`src/rtl/branch_resolve_unit_if.sv`:
```
// Signal bundle between the fetch/hazard/execute pipeline and branch_resolve_unit.
// The master drives fetch predictions, hazard controls and E-stage results; the slave resolves them.
interface branch_resolve_unit_if #(
  parameter int unsigned ENTRY_BITS = 4,
  parameter int unsigned CNT_BITS   = 16
);
  logic [31:0]           PC_F;
  logic                  PrPCSrc_F;
  logic [31:0]           PrALUResult_F;
  logic                  StallD;
  logic                  FlushD;
  logic                  FlushE;
  logic                  Branch_E;
  logic                  CondEx_E;
  logic [31:0]           ALUResult_E;
  logic [ENTRY_BITS-1:0] PC_E_idx;
  logic                  WE_PrPCSrc;
  logic                  WE_PrALUResult;
  logic                  PCSrc_E;
  logic [31:0]           ALUResult_Upd;
  logic                  Mispredict_E;
  logic [31:0]           RedirectPC_E;
  logic [CNT_BITS-1:0]   BranchCnt;
  logic [CNT_BITS-1:0]   MispredCnt;

  modport master (
    output PC_F, PrPCSrc_F, PrALUResult_F, StallD, FlushD, FlushE,
           Branch_E, CondEx_E, ALUResult_E,
    input  PC_E_idx, WE_PrPCSrc, WE_PrALUResult, PCSrc_E, ALUResult_Upd,
           Mispredict_E, RedirectPC_E, BranchCnt, MispredCnt
  );

  modport slave (
    input  PC_F, PrPCSrc_F, PrALUResult_F, StallD, FlushD, FlushE,
           Branch_E, CondEx_E, ALUResult_E,
    output PC_E_idx, WE_PrPCSrc, WE_PrALUResult, PCSrc_E, ALUResult_Upd,
           Mispredict_E, RedirectPC_E, BranchCnt, MispredCnt
  );
endinterface

```
`src/rtl/branch_resolve_unit.sv`:
```
// Carries BHT/BTB predictions through D and E, checks them against the resolved branch,
// and produces predictor updates, the mispredict flush/redirect and performance counters.
module branch_resolve_unit #(
  parameter int unsigned ENTRY_BITS = 4,
  parameter int unsigned CNT_BITS   = 16
) (
  input logic                clk,
  input logic                RESET_N,
  branch_resolve_unit_if.slave bus
);

  logic                valid_d, pred_tk_d;
  logic [31:0]         pred_tgt_d, pc_d;
  logic                valid_e, pred_tk_e;
  logic [31:0]         pred_tgt_e, pc_e;
  logic [CNT_BITS-1:0] branch_cnt, mispred_cnt;

  logic act, tgt_ne, dir_miss, tgt_miss, mispredict;

  always_comb begin
    act        = valid_e & bus.Branch_E & bus.CondEx_E;
    tgt_ne     = (pred_tgt_e != bus.ALUResult_E);
    // a valid non-branch predicted taken lands here too (aliased BHT entry)
    dir_miss   = valid_e & (pred_tk_e != act);
    tgt_miss   = act & pred_tk_e & tgt_ne;
    mispredict = dir_miss | tgt_miss;
  end

  // Mispredict or hazard flush clears D, and wins over a stall hold.
  always_ff @(posedge clk or negedge RESET_N) begin
    if (!RESET_N) begin
      valid_d    <= 1'b0;
      pred_tk_d  <= 1'b0;
      pred_tgt_d <= '0;
      pc_d       <= '0;
    end else if (bus.FlushD | mispredict) begin
      valid_d    <= 1'b0;
      pred_tk_d  <= 1'b0;
      pred_tgt_d <= '0;
      pc_d       <= '0;
    end else if (!bus.StallD) begin
      valid_d    <= 1'b1;
      pred_tk_d  <= bus.PrPCSrc_F;
      pred_tgt_d <= bus.PrALUResult_F;
      pc_d       <= bus.PC_F;
    end
  end

  // A stalled D slot feeds E a cleared bubble rather than a duplicate.
  always_ff @(posedge clk or negedge RESET_N) begin
    if (!RESET_N) begin
      valid_e    <= 1'b0;
      pred_tk_e  <= 1'b0;
      pred_tgt_e <= '0;
      pc_e       <= '0;
    end else if (bus.FlushE | mispredict | bus.StallD) begin
      valid_e    <= 1'b0;
      pred_tk_e  <= 1'b0;
      pred_tgt_e <= '0;
      pc_e       <= '0;
    end else begin
      valid_e    <= valid_d;
      pred_tk_e  <= pred_tk_d;
      pred_tgt_e <= pred_tgt_d;
      pc_e       <= pc_d;
    end
  end

  always_ff @(posedge clk or negedge RESET_N) begin
    if (!RESET_N) begin
      branch_cnt  <= '0;
      mispred_cnt <= '0;
    end else begin
      if (valid_e && bus.Branch_E && branch_cnt != '1)
        branch_cnt <= branch_cnt + 1'b1;
      if (mispredict && mispred_cnt != '1)
        mispred_cnt <= mispred_cnt + 1'b1;
    end
  end

  assign bus.PC_E_idx       = pc_e[ENTRY_BITS+1:2];
  assign bus.WE_PrPCSrc     = dir_miss;
  assign bus.WE_PrALUResult = act & (~pred_tk_e | tgt_ne);
  assign bus.PCSrc_E        = act;
  assign bus.ALUResult_Upd  = bus.ALUResult_E;
  assign bus.Mispredict_E   = mispredict;
  assign bus.RedirectPC_E   = act ? bus.ALUResult_E : pc_e + 32'd4;
  assign bus.BranchCnt      = branch_cnt;
  assign bus.MispredCnt     = mispred_cnt;

endmodule

```
`src/flat_wrapper.sv`:
```
// flat-port wrapper written by rule: the top's interface ports become plain ports
module branch_resolve_unit_flat 
#(
  parameter int unsigned ENTRY_BITS = 4,
  parameter int unsigned CNT_BITS   = 16
)
  (clk, RESET_N, bus_PC_F, bus_PrPCSrc_F, bus_PrALUResult_F, bus_StallD, bus_FlushD, bus_FlushE, bus_Branch_E, bus_CondEx_E, bus_ALUResult_E, bus_PC_E_idx, bus_WE_PrPCSrc, bus_WE_PrALUResult, bus_PCSrc_E, bus_ALUResult_Upd, bus_Mispredict_E, bus_RedirectPC_E, bus_BranchCnt, bus_MispredCnt);
  branch_resolve_unit_if #(.ENTRY_BITS(ENTRY_BITS), .CNT_BITS(CNT_BITS)) bus_i ();
  input logic clk;
  input logic RESET_N;
  input wire logic [$bits(bus_i.PC_F)-1:0] bus_PC_F;
  input wire logic [$bits(bus_i.PrPCSrc_F)-1:0] bus_PrPCSrc_F;
  input wire logic [$bits(bus_i.PrALUResult_F)-1:0] bus_PrALUResult_F;
  input wire logic [$bits(bus_i.StallD)-1:0] bus_StallD;
  input wire logic [$bits(bus_i.FlushD)-1:0] bus_FlushD;
  input wire logic [$bits(bus_i.FlushE)-1:0] bus_FlushE;
  input wire logic [$bits(bus_i.Branch_E)-1:0] bus_Branch_E;
  input wire logic [$bits(bus_i.CondEx_E)-1:0] bus_CondEx_E;
  input wire logic [$bits(bus_i.ALUResult_E)-1:0] bus_ALUResult_E;
  output wire logic [$bits(bus_i.PC_E_idx)-1:0] bus_PC_E_idx;
  output wire logic [$bits(bus_i.WE_PrPCSrc)-1:0] bus_WE_PrPCSrc;
  output wire logic [$bits(bus_i.WE_PrALUResult)-1:0] bus_WE_PrALUResult;
  output wire logic [$bits(bus_i.PCSrc_E)-1:0] bus_PCSrc_E;
  output wire logic [$bits(bus_i.ALUResult_Upd)-1:0] bus_ALUResult_Upd;
  output wire logic [$bits(bus_i.Mispredict_E)-1:0] bus_Mispredict_E;
  output wire logic [$bits(bus_i.RedirectPC_E)-1:0] bus_RedirectPC_E;
  output wire logic [$bits(bus_i.BranchCnt)-1:0] bus_BranchCnt;
  output wire logic [$bits(bus_i.MispredCnt)-1:0] bus_MispredCnt;
  assign bus_i.PC_F = bus_PC_F;
  assign bus_i.PrPCSrc_F = bus_PrPCSrc_F;
  assign bus_i.PrALUResult_F = bus_PrALUResult_F;
  assign bus_i.StallD = bus_StallD;
  assign bus_i.FlushD = bus_FlushD;
  assign bus_i.FlushE = bus_FlushE;
  assign bus_i.Branch_E = bus_Branch_E;
  assign bus_i.CondEx_E = bus_CondEx_E;
  assign bus_i.ALUResult_E = bus_ALUResult_E;
  assign bus_PC_E_idx = bus_i.PC_E_idx;
  assign bus_WE_PrPCSrc = bus_i.WE_PrPCSrc;
  assign bus_WE_PrALUResult = bus_i.WE_PrALUResult;
  assign bus_PCSrc_E = bus_i.PCSrc_E;
  assign bus_ALUResult_Upd = bus_i.ALUResult_Upd;
  assign bus_Mispredict_E = bus_i.Mispredict_E;
  assign bus_RedirectPC_E = bus_i.RedirectPC_E;
  assign bus_BranchCnt = bus_i.BranchCnt;
  assign bus_MispredCnt = bus_i.MispredCnt;
  branch_resolve_unit #(.ENTRY_BITS(ENTRY_BITS), .CNT_BITS(CNT_BITS)) u_core (.clk(clk), .RESET_N(RESET_N), .bus(bus_i));
endmodule
```
`config.mk`:
```
export PLATFORM = sky130hd
export DESIGN_NAME = branch_resolve_unit_flat
export DESIGN_NICKNAME = d
export VERILOG_FILES = /design/src/rtl/branch_resolve_unit_if.sv /design/src/rtl/branch_resolve_unit.sv /design/src/flat_wrapper.sv
export SDC_FILE = /design/constraint.sdc
export NUM_CORES = 1
export LEC_CHECK = 0
export CAP_MARGIN = 20
export CORE_MARGIN = 2
export CORE_UTILIZATION = 53
export DETAILED_ROUTE_END_ITERATION = 10
export GPL_ROUTABILITY_DRIVEN = 0
export PLACE_DENSITY = 0.91
export SETUP_SLACK_MARGIN = 0.15
export SLEW_MARGIN = 20
export SYNTH_ARGS = -nofsm -noshare
export SYNTH_HDL_FRONTEND = slang
export SYNTH_SLANG_ARGS = --single-unit
```
`constraint.sdc`:
```
create_clock -name clk -period 6.5 [get_ports clk]
set_clock_uncertainty 0.15 [all_clocks]
set_input_delay 1.3 -clock clk [delete_from_list [all_inputs] [get_ports clk]]
set_output_delay 1.3 -clock clk [all_outputs]
set_load 0.05 [all_outputs]
```
After elaboration in Yosys (flattened, before gate mapping)
Cells that the tools add are included. Widths: inputs -> output; s select.

Flip-flop bits (word level): 164. Bits of input ports: 104. Logic and storage cells: 46. Output and inout bits: 104.

Bitwise gates (word level): 12. Muxes and demuxes: 13. Reduce and logical (&&, ||, !) cells: 3. $add $sub $neg: 3. Equal/unequal tests: 5.

Operator list (number): $mux 32 (7); $add 16x1->16 const B (2); $add 32x3->32 const B (1); $ne 16x16->1 const B (2); $ne 32x32->1 (1); $and 1x1->1 (6); $mux 1 (6); $or 1x1->1 (5); $logic_and 1x1->1 (3); $ne 2x1->1 const B (1); $ne 1x1->1 (1); $not 1->1 (1).

Logic depth before layout (Yosys ltp)
Gate-level depths: netlist (run 1).

Word-level depth: 8. Gate-level depth with buffers: 10.

Worst setup path before layout (run 1)
No wires, ideal clock.

Path kind: input-to-output. Start point: in bus_CondEx_E. End point: out bus_Mispredict_E. Data arrival time: 3.434 ns. Stages: 7. Slack: 1.616 ns. Cell sequence: nand3_1 -> inv_1 -> clkbuf_1 -> ha_1 -> nand2_1 -> clkbuf_1 -> nand2_1.

Cells in the longest elaborated chain, start to end: 4.

Ends and longest elaborated chain: start: declaration (RTL line flat_wrapper.sv:18) `input wire logic [$bits(bus_i.CondEx_E)-1:0] bus_CondEx_E;`; $and 1x1->1 * (RTL line branch_resolve_unit.sv:21) `act = valid_e & bus.Branch_E & bus.CondEx_E;`; via bus_PCSrc_E (RTL line flat_wrapper.sv:23) `output wire logic [$bits(bus_i.PCSrc_E)-1:0] bus_PCSrc_E;`; $ne 1x1->1 / $and 1x1->1 (equally long branches) (RTL line branch_resolve_unit.sv:24, branch_resolve_unit.sv:25); $and 1x1->1, on equally long branches (RTL line branch_resolve_unit.sv:24, branch_resolve_unit.sv:25); $or 1x1->1 * (RTL line branch_resolve_unit.sv:26) `mispredict = dir_miss | tgt_miss;`; end: declaration (RTL line flat_wrapper.sv:25) `output wire logic [$bits(bus_i.Mispredict_E)-1:0] bus_Mispredict_E;`.

Mark *: on every way through the listed nets, which the timed path passes. The rest lies on a longest branch.

Worst setup path after layout (run 1)
Start point: in bus_Branch_E. End point: out bus_WE_PrPCSrc.

Cells in the longest elaborated chain, start to end: 4.

Ends and longest elaborated chain: start: declaration (RTL line flat_wrapper.sv:17) `input wire logic [$bits(bus_i.Branch_E)-1:0] bus_Branch_E;`; $and 1x1->1 (2 in a row) (RTL line branch_resolve_unit.sv:21); $ne 1x1->1 (RTL line branch_resolve_unit.sv:24) `dir_miss = valid_e & (pred_tk_e != act);`; $and 1x1->1 (RTL line branch_resolve_unit.sv:24); end: declaration (RTL line flat_wrapper.sv:21) `output wire logic [$bits(bus_i.WE_PrPCSrc)-1:0] bus_WE_PrPCSrc;`.

Every way passes these cells.

==> results_dict.tcl, run 1 <==
set metrics [dict create \
    max-cap-violations 0 \
    p_per_area_nw_per_um2 242 \
    final.period_utilization 0.877 \
    ctsHoldBuffers 0 \
    cp-start-kind "primary input" \
    ioPinCount 208 \
    num-fill-cells 1049 \
    areaGrowthSynthToFinish_pct 32.6 \
    clk_latency_ps 420 \
    overflow 0 \
    cts-root-buf "clkbuf_16" \
    p_int_w 0.00185 \
    setup_viol 0 \
    die_h_um 125 \
    first_pass_iters 4 \
    hold_viol 0 \
    grt_pass1_wl_mm 32.0 \
    crit_required_ps 5050 \
    p_seq_frac 0.440 \
    worst_setup_path_end_kind "output port" \
    die_area_um2 15700 \
    cts_resized 0 \
    final-max-slew-violation-count 0 \
    swShare 0.258 \
    fmaxAchievable_ghz 0.175 \
    antenna_found_initial 0 \
    cp_slowest_cell "clkdlybuf4s50_1" \
    slew_headroom 0.372 \
    worst_hold_path_type "flop to flop" \
    grt_pass1_vias 5934 \
    leakage_nw 4.78 \
    grt_max_degree 104 \
    path_cells "clkdlybuf4s50_1 -> nand3_1 -> inv_1 -> buf_4 -> ha_1 -> nand2_1 -> inv_1 -> clkdlybuf4s50_1" \
    synth_top_area_share 0.527 \
    synth_area_leader_cell "dfrtp_1" \
    period_minus_slack_ps 5700 \
    cts_setup_buffers 0 \
    path_clk_slew_ps 60 \
    cts_sinks 164 \
    fin_setup_tns_ps 0 \
    netlist_area_um2 7790 \
    port-buffer-count 207 \
    final_area_um2 10300 \
    vias 5839 \
    seqCellArea_um2 4100 \
    drc 0 \
    cts_tree "done" \
    rsz0062_at_grt "no" \
    pwr-share-clk 0.412 \
    track_usage 0.269 \
    combinationalPowerShare 0.149 \
    syn_avg_cell_area_um2 10.6 \
    yosysUniqueCellTypes 39 \
    fin_total_pwr_w 0.00250 \
    worst_slew_pin_slew_ps 942 \
    viasPerCell 5.31 \
    multiInputGateArea_um2 3230 \
    clk_path_buf_depth 2 \
    synthCells 734 \
    status "completed" \
    drtIter0Drc 302 \
    yosysWarnings 0 \
    critical_path_class "primary input to output port" \
    h-tree-depth 4 \
    synth_area_leaders "dfrtp_1, mux2i_1, xor2_1" \
    wirelength_mm 20.4 \
    fp-row-count 44 \
    synth-seq-area-share 0.527 \
    core_area_um2 14400 \
    placed_area_um2 9720 \
    power.switching_w 0.000644 \
    synthesis.nets 842 \
    dpl.hpwl_mm 14.9 \
    drive_gt1_frac 0.0492 \
    synth_seq_cells 164 \
    vdd_drop_max_v 0.000181 \
    wl_per_cell_um 18.5 \
    initial_core_util 0.540 \
    max_stage_delay_ps 740 \
    ant_nets 0 \
    cts_inserted_buffers 17 \
    crit_arrival_ps 4250 \
    die_w_um 125 \
    finalNetCount 1009 \
    cp_max_fo 29 \
]
-- sequential cells by signal (all words and copies together) (netlist names) --
register and cells:
u_core.pred_tk_d 1, u_core.pred_tgt_d 32, u_core.pred_tgt_e 32, u_core.pc_e 32
u_core.bus.MispredCnt 16, u_core.pc_d 32, u_core.valid_e 1, u_core.valid_d 1
u_core.bus.BranchCnt 16, u_core.pred_tk_e 1
-- synthesized netlist by cell type (all sizes together) --
| cell | number |
|---|---|
| nand3 | 20 |
| or2 | 1 |
| o211ai | 1 |
| and2 | 67 |
| mux2i | 65 |
| dfrtp | 164 |
| or3 | 1 |
| inv | 9 |
| and3 | 8 |
| nand2 | 69 |
| nor2 | 81 |
| or4 | 1 |
| nand3b | 1 |
| a21oi | 4 |
| nor4 | 10 |
| and4 | 3 |
| xor2 | 67 |
| a211oi | 11 |
| a2bb2oi | 1 |
| a2111oi | 2 |
| nor3b | 1 |
| nor3 | 5 |
| xnor2 | 19 |
| o21ai | 28 |
| a211o | 1 |
| ha | 4 |
| clkbuf | 17 |
| mux2 | 5 |
| nor2b | 1 |
| nor4b | 1 |
| buf | 49 |
| nand4 | 14 |
| nand2b | 3 |
-- power groups by stage --
stage	Sequential [W]	Clock [W]	Combinational, W
after floorplan	0.00115	0	0.000176
after global placement	0.00111	0	0.000367
after detailed placement	0.00112	0	0.000373
after CTS	0.00110	0.00104	0.000375
after global routing	0.00110	0.00109	0.000394
final	0.00110	0.00103	0.000371
-- cell usage in the layout (no fill, tap or decap), types with 4 or more instances in the layout --
| cell type | Yosys | final |
|---|---|---|
| nor2_1 | 81 | 81 |
| xnor2_1 | 19 | 19 |
| inv_1 | 9 | 9 |
| a211oi_1 | 11 | 11 |
| clkdlybuf4s50_1 | 0 | 205 |
| a21oi_1 | 4 | 4 |
| xor2_1 | 67 | 67 |
| buf_4 | 36 | 8 |
| ha_1 | 4 | 4 |
| mux2i_1 | 65 | 65 |
| nand4_1 | 14 | 14 |
| nand3_1 | 20 | 20 |
| nor3_1 | 4 | 4 |
| nor4_1 | 10 | 10 |
| and3_1 | 8 | 8 |
| nand2_1 | 69 | 69 |
| o21ai_0 | 25 | 25 |
| clkbuf_1 | 17 | 5 |
| clkbuf_16 | 0 | 17 |
| mux2_2 | 5 | 5 |
| and2_1 | 67 | 67 |
| dfrtp_1 | 164 | 164 |
-- critical path: cells and delay by family --
| family | cells | cell delay (ps) |
|---|---|---|
| simple gates | 2 | 720 |
| fa+ha+maj | 1 | 290 |
| buf+inv | 5 | 1930 |
-- logic make-up (layout without fill, tap and decap cells) --
family / count (synthesis) / after routing / share of synthesized area
AOI/OAI and AO/OA: 48 / 48 / 0.0381
xor gates and xnor gates: 86 / 86 / 0.0967
and+or+nand+nor: 287 / 287 / 0.183
buffers and inverters: 75 / 255 / 0.0588
adders and majority gates: 4 / 4 / 0.00642
DFF: 164 / 164 / 0.527
other: 0 / 1 / 0
muxes: 70 / 70 / 0.0907
-- worst paths after layout --
kind                                                        start                              endpoint  slack, ps  cells past startpoint
worst max-delay path                                 bus_Branch_E                        bus_WE_PrPCSrc        800                      8
worst min-delay path            u_core.pred_tgt_d[15]$_DFFE_PN0P_       u_core.pred_tgt_e[15]$_DFF_PN0_        320                      1
worst max register to register           u_core.valid_e$_DFF_PN0_              u_core.pc_e[3]$_DFF_PN0_       3090                      9
worst min register to register  u_core.pred_tgt_d[15]$_DFFE_PN0P_       u_core.pred_tgt_e[15]$_DFF_PN0_        320                      1
max in group asynchronous                                 RESET_N             u_core.pc_e[20]$_DFF_PN0_       4070                      2
min in group asynchronous                                 RESET_N  u_core.bus.MispredCnt[2]$_DFFE_PN0P_        820                      1
-- cell type report --
class                      instances  share of cell area
sequential                       164               0.397
multi-input combinational        495               0.313
timing repair buffer             214               0.206
clock buffer                      25              0.0470
tap                              184              0.0223
clock inverter                     7              0.0116
inverter                           9             0.00327
antenna                            1            0.000242
-- stage by stage --
stage          hold WS, ps  instances  utilization  setup slack [ps]
2_1_floorplan          303        734            -              1620
3_3_place_gp           310       1066        0.674               922
3_5_place_dp           317       1066        0.674               834
4_1_cts                332       1098        0.716               799
5_1_grt                340       1098        0.716               648
6_report               324       1099        0.716               799
-- per-layer routing --
layer,GRT usage,part of all wire
met4,0.104,0.028
met5,0,0
met2,0.451,0.49
met1,0.332,0.41
met3,0.0766,0.080
No activity file was read; power rests on OpenSTA's default activity.
==> inputs of run 2 (changes only) <==
CAP_MARGIN = unset   (was 20)
HOLD_SLACK_MARGIN = 0.02   (was unset)
==> results of run 2 <==
The final DEF is identical to that of run 1; final timing and power are the same.
==> inputs of run 3 (changes only) <==
PLACE_DENSITY = 0.86   (was 0.91)
==> results_dict.tcl, run 3 (synthesis gave the netlist of run 1 again) <==
set metrics [dict create \
    status "completed" \
    seqCellArea_um2 4100 \
    leakage_nw 4.77 \
    cts_resized 0 \
    path_clk_slew_ps 60 \
    port-buffer-count 207 \
    worst_slew_pin_slew_ps 1040 \
    pwr-share-clk 0.406 \
    fmaxAchievable_ghz 0.188 \
    swShare 0.265 \
    wl_per_cell_um 18.6 \
    vdd_drop_max_v 0.000190 \
    cts-root-buf "clkbuf_16" \
    final-max-slew-violation-count 0 \
    cp-start-kind "primary input" \
    p_seq_frac 0.444 \
    first_pass_iters 4 \
    hold_viol 0 \
    p_int_w 0.00181 \
    slew_headroom 0.307 \
    antenna_found_initial 0 \
    worst_setup_path_end_kind "output port" \
    ctsHoldBuffers 0 \
    ant_nets 0 \
    cts_tree "done" \
    crit_arrival_ps 3870 \
    cts_sinks 164 \
    drt-met1-wl_mm 8.11 \
    period_minus_slack_ps 5320 \
    rsz0062_at_grt "no" \
    finalNetCount 1008 \
    drc 0 \
    power.switching_w 0.000655 \
    p_per_area_nw_per_um2 240 \
    die_w_um 125 \
    wirelength_mm 20.4 \
    grt_max_degree 99 \
    vias 5855 \
    wl_met2_mm 10.4 \
    fin_setup_tns_ps 0 \
    core_area_um2 14400 \
    areaGrowthSynthToFinish_pct 32.2 \
    grt_pass1_vias 5938 \
    fp-row-count 44 \
    num-fill-cells 1077 \
    fin_ws_ps 1180 \
    h-tree-depth 4 \
    clk_path_buf_depth 2 \
    max-cap-violations 0 \
    viasPerCell 5.33 \
    layout_commonest_cell "clkdlybuf4s50_1" \
    multiInputGateArea_um2 3230 \
    combinationalPowerShare 0.150 \
    cts_setup_buffers 0 \
    crit_required_ps 5050 \
    initial_core_util 0.540 \
    setup_viol 0 \
    cts_inserted_buffers 17 \
    critical_path_class "primary input to output port" \
    die_h_um 125 \
    dpl.hpwl_mm 14.8 \
    grt_pass1_wl_mm 32.2 \
    met3WireLength_mm 1.52 \
    ioPinCount 208 \
    final_cell_mix "clkdlybuf4s50_1, dfrtp_1, nor2_1, nand2_1" \
    track_usage 0.270 \
    utilization 0.714 \
    drive_gt1_frac 0.0570 \
    drtIter0Drc 337 \
    pre_cts_slack_ps 1190 \
    clk_latency_ps 420 \
    overflow 0 \
    top_layer_used "met4" \
    die_area_um2 15700 \
    final.period_utilization 0.819 \
    worst_hold_path_type "flop to flop" \
    cp_max_fo 3 \
]
-- run 3: cell count changes in the layout (fill, tap and decap cells not counted), sizes merged --
cell,change
clkinv,+2
clkdlybuf4s50,-4
bufinv,-1
clkbuf,-4
buf,+3
clkinvlp,+3
-- run 3: cell type report --
cell class | count | share of cell area
repair buffers | 213 | 0.204
multi-input cells | 495 | 0.313
diodes | 1 | 0.000243
flip-flops and latches | 164 | 0.398
inverters | 9 | 0.00328
well taps | 184 | 0.0223
clock inverters | 11 | 0.0123
clock buffers | 21 | 0.0457
-- run 3: metal layers --
metal  vias up  GRT usage
met1      2843      0.330
met5         -          0
met4         0     0.0863
met2       248      0.471
met3        25     0.0693
li1       2739          -
-- run 3: worst max-delay path: stages --
cell and delay, ps:
clkdlybuf4s50_1 490, xor2_1 200, nor4_1 530, nand4_1 300
nor3_1 270, nor2_1 70, clkdlybuf4s50_1 720
-- run 3: through the flow --
stage	total power (W)	cells	hold slack [ps]	cell area (um^2)
after global placement	0.00148	1065	310	9700
after floorplan	0.00132	734	303	7790
after detailed placement	0.00149	1065	313	9700
after global routing	0.00256	1097	346	10300
final	0.00247	1098	325	10300
after CTS	0.00249	1097	325	10300
-- run 3: final timing paths --
kind	cells past startpoint	start	end	slack, ps
max	7	bus_ALUResult_E[22]	bus_WE_PrALUResult	1180
min	1	u_core.pred_tgt_d[19]$_DFFE_PN0P_	u_core.pred_tgt_e[19]$_DFF_PN0_	320
max reg2reg	9	u_core.valid_e$_DFF_PN0_	u_core.pc_e[0]$_DFF_PN0_	3070
min reg2reg	1	u_core.pred_tgt_d[19]$_DFFE_PN0P_	u_core.pred_tgt_e[19]$_DFF_PN0_	320
max in group asynchronous	2	RESET_N	u_core.pred_tgt_e[6]$_DFF_PN0_	3990
min in group asynchronous	1	RESET_N	u_core.bus.MispredCnt[3]$_DFFE_PN0P_	830
-- run 3: power by group through the flow --
stage                     clock (W)  combinational [W]  sequential, W
after floorplan                   0           0.000176        0.00115
after global placement            0           0.000368        0.00111
after detailed placement          0           0.000373        0.00112
after CTS                   0.00102           0.000375        0.00110
after global routing        0.00106           0.000395        0.00110
final                       0.00100           0.000370        0.00110
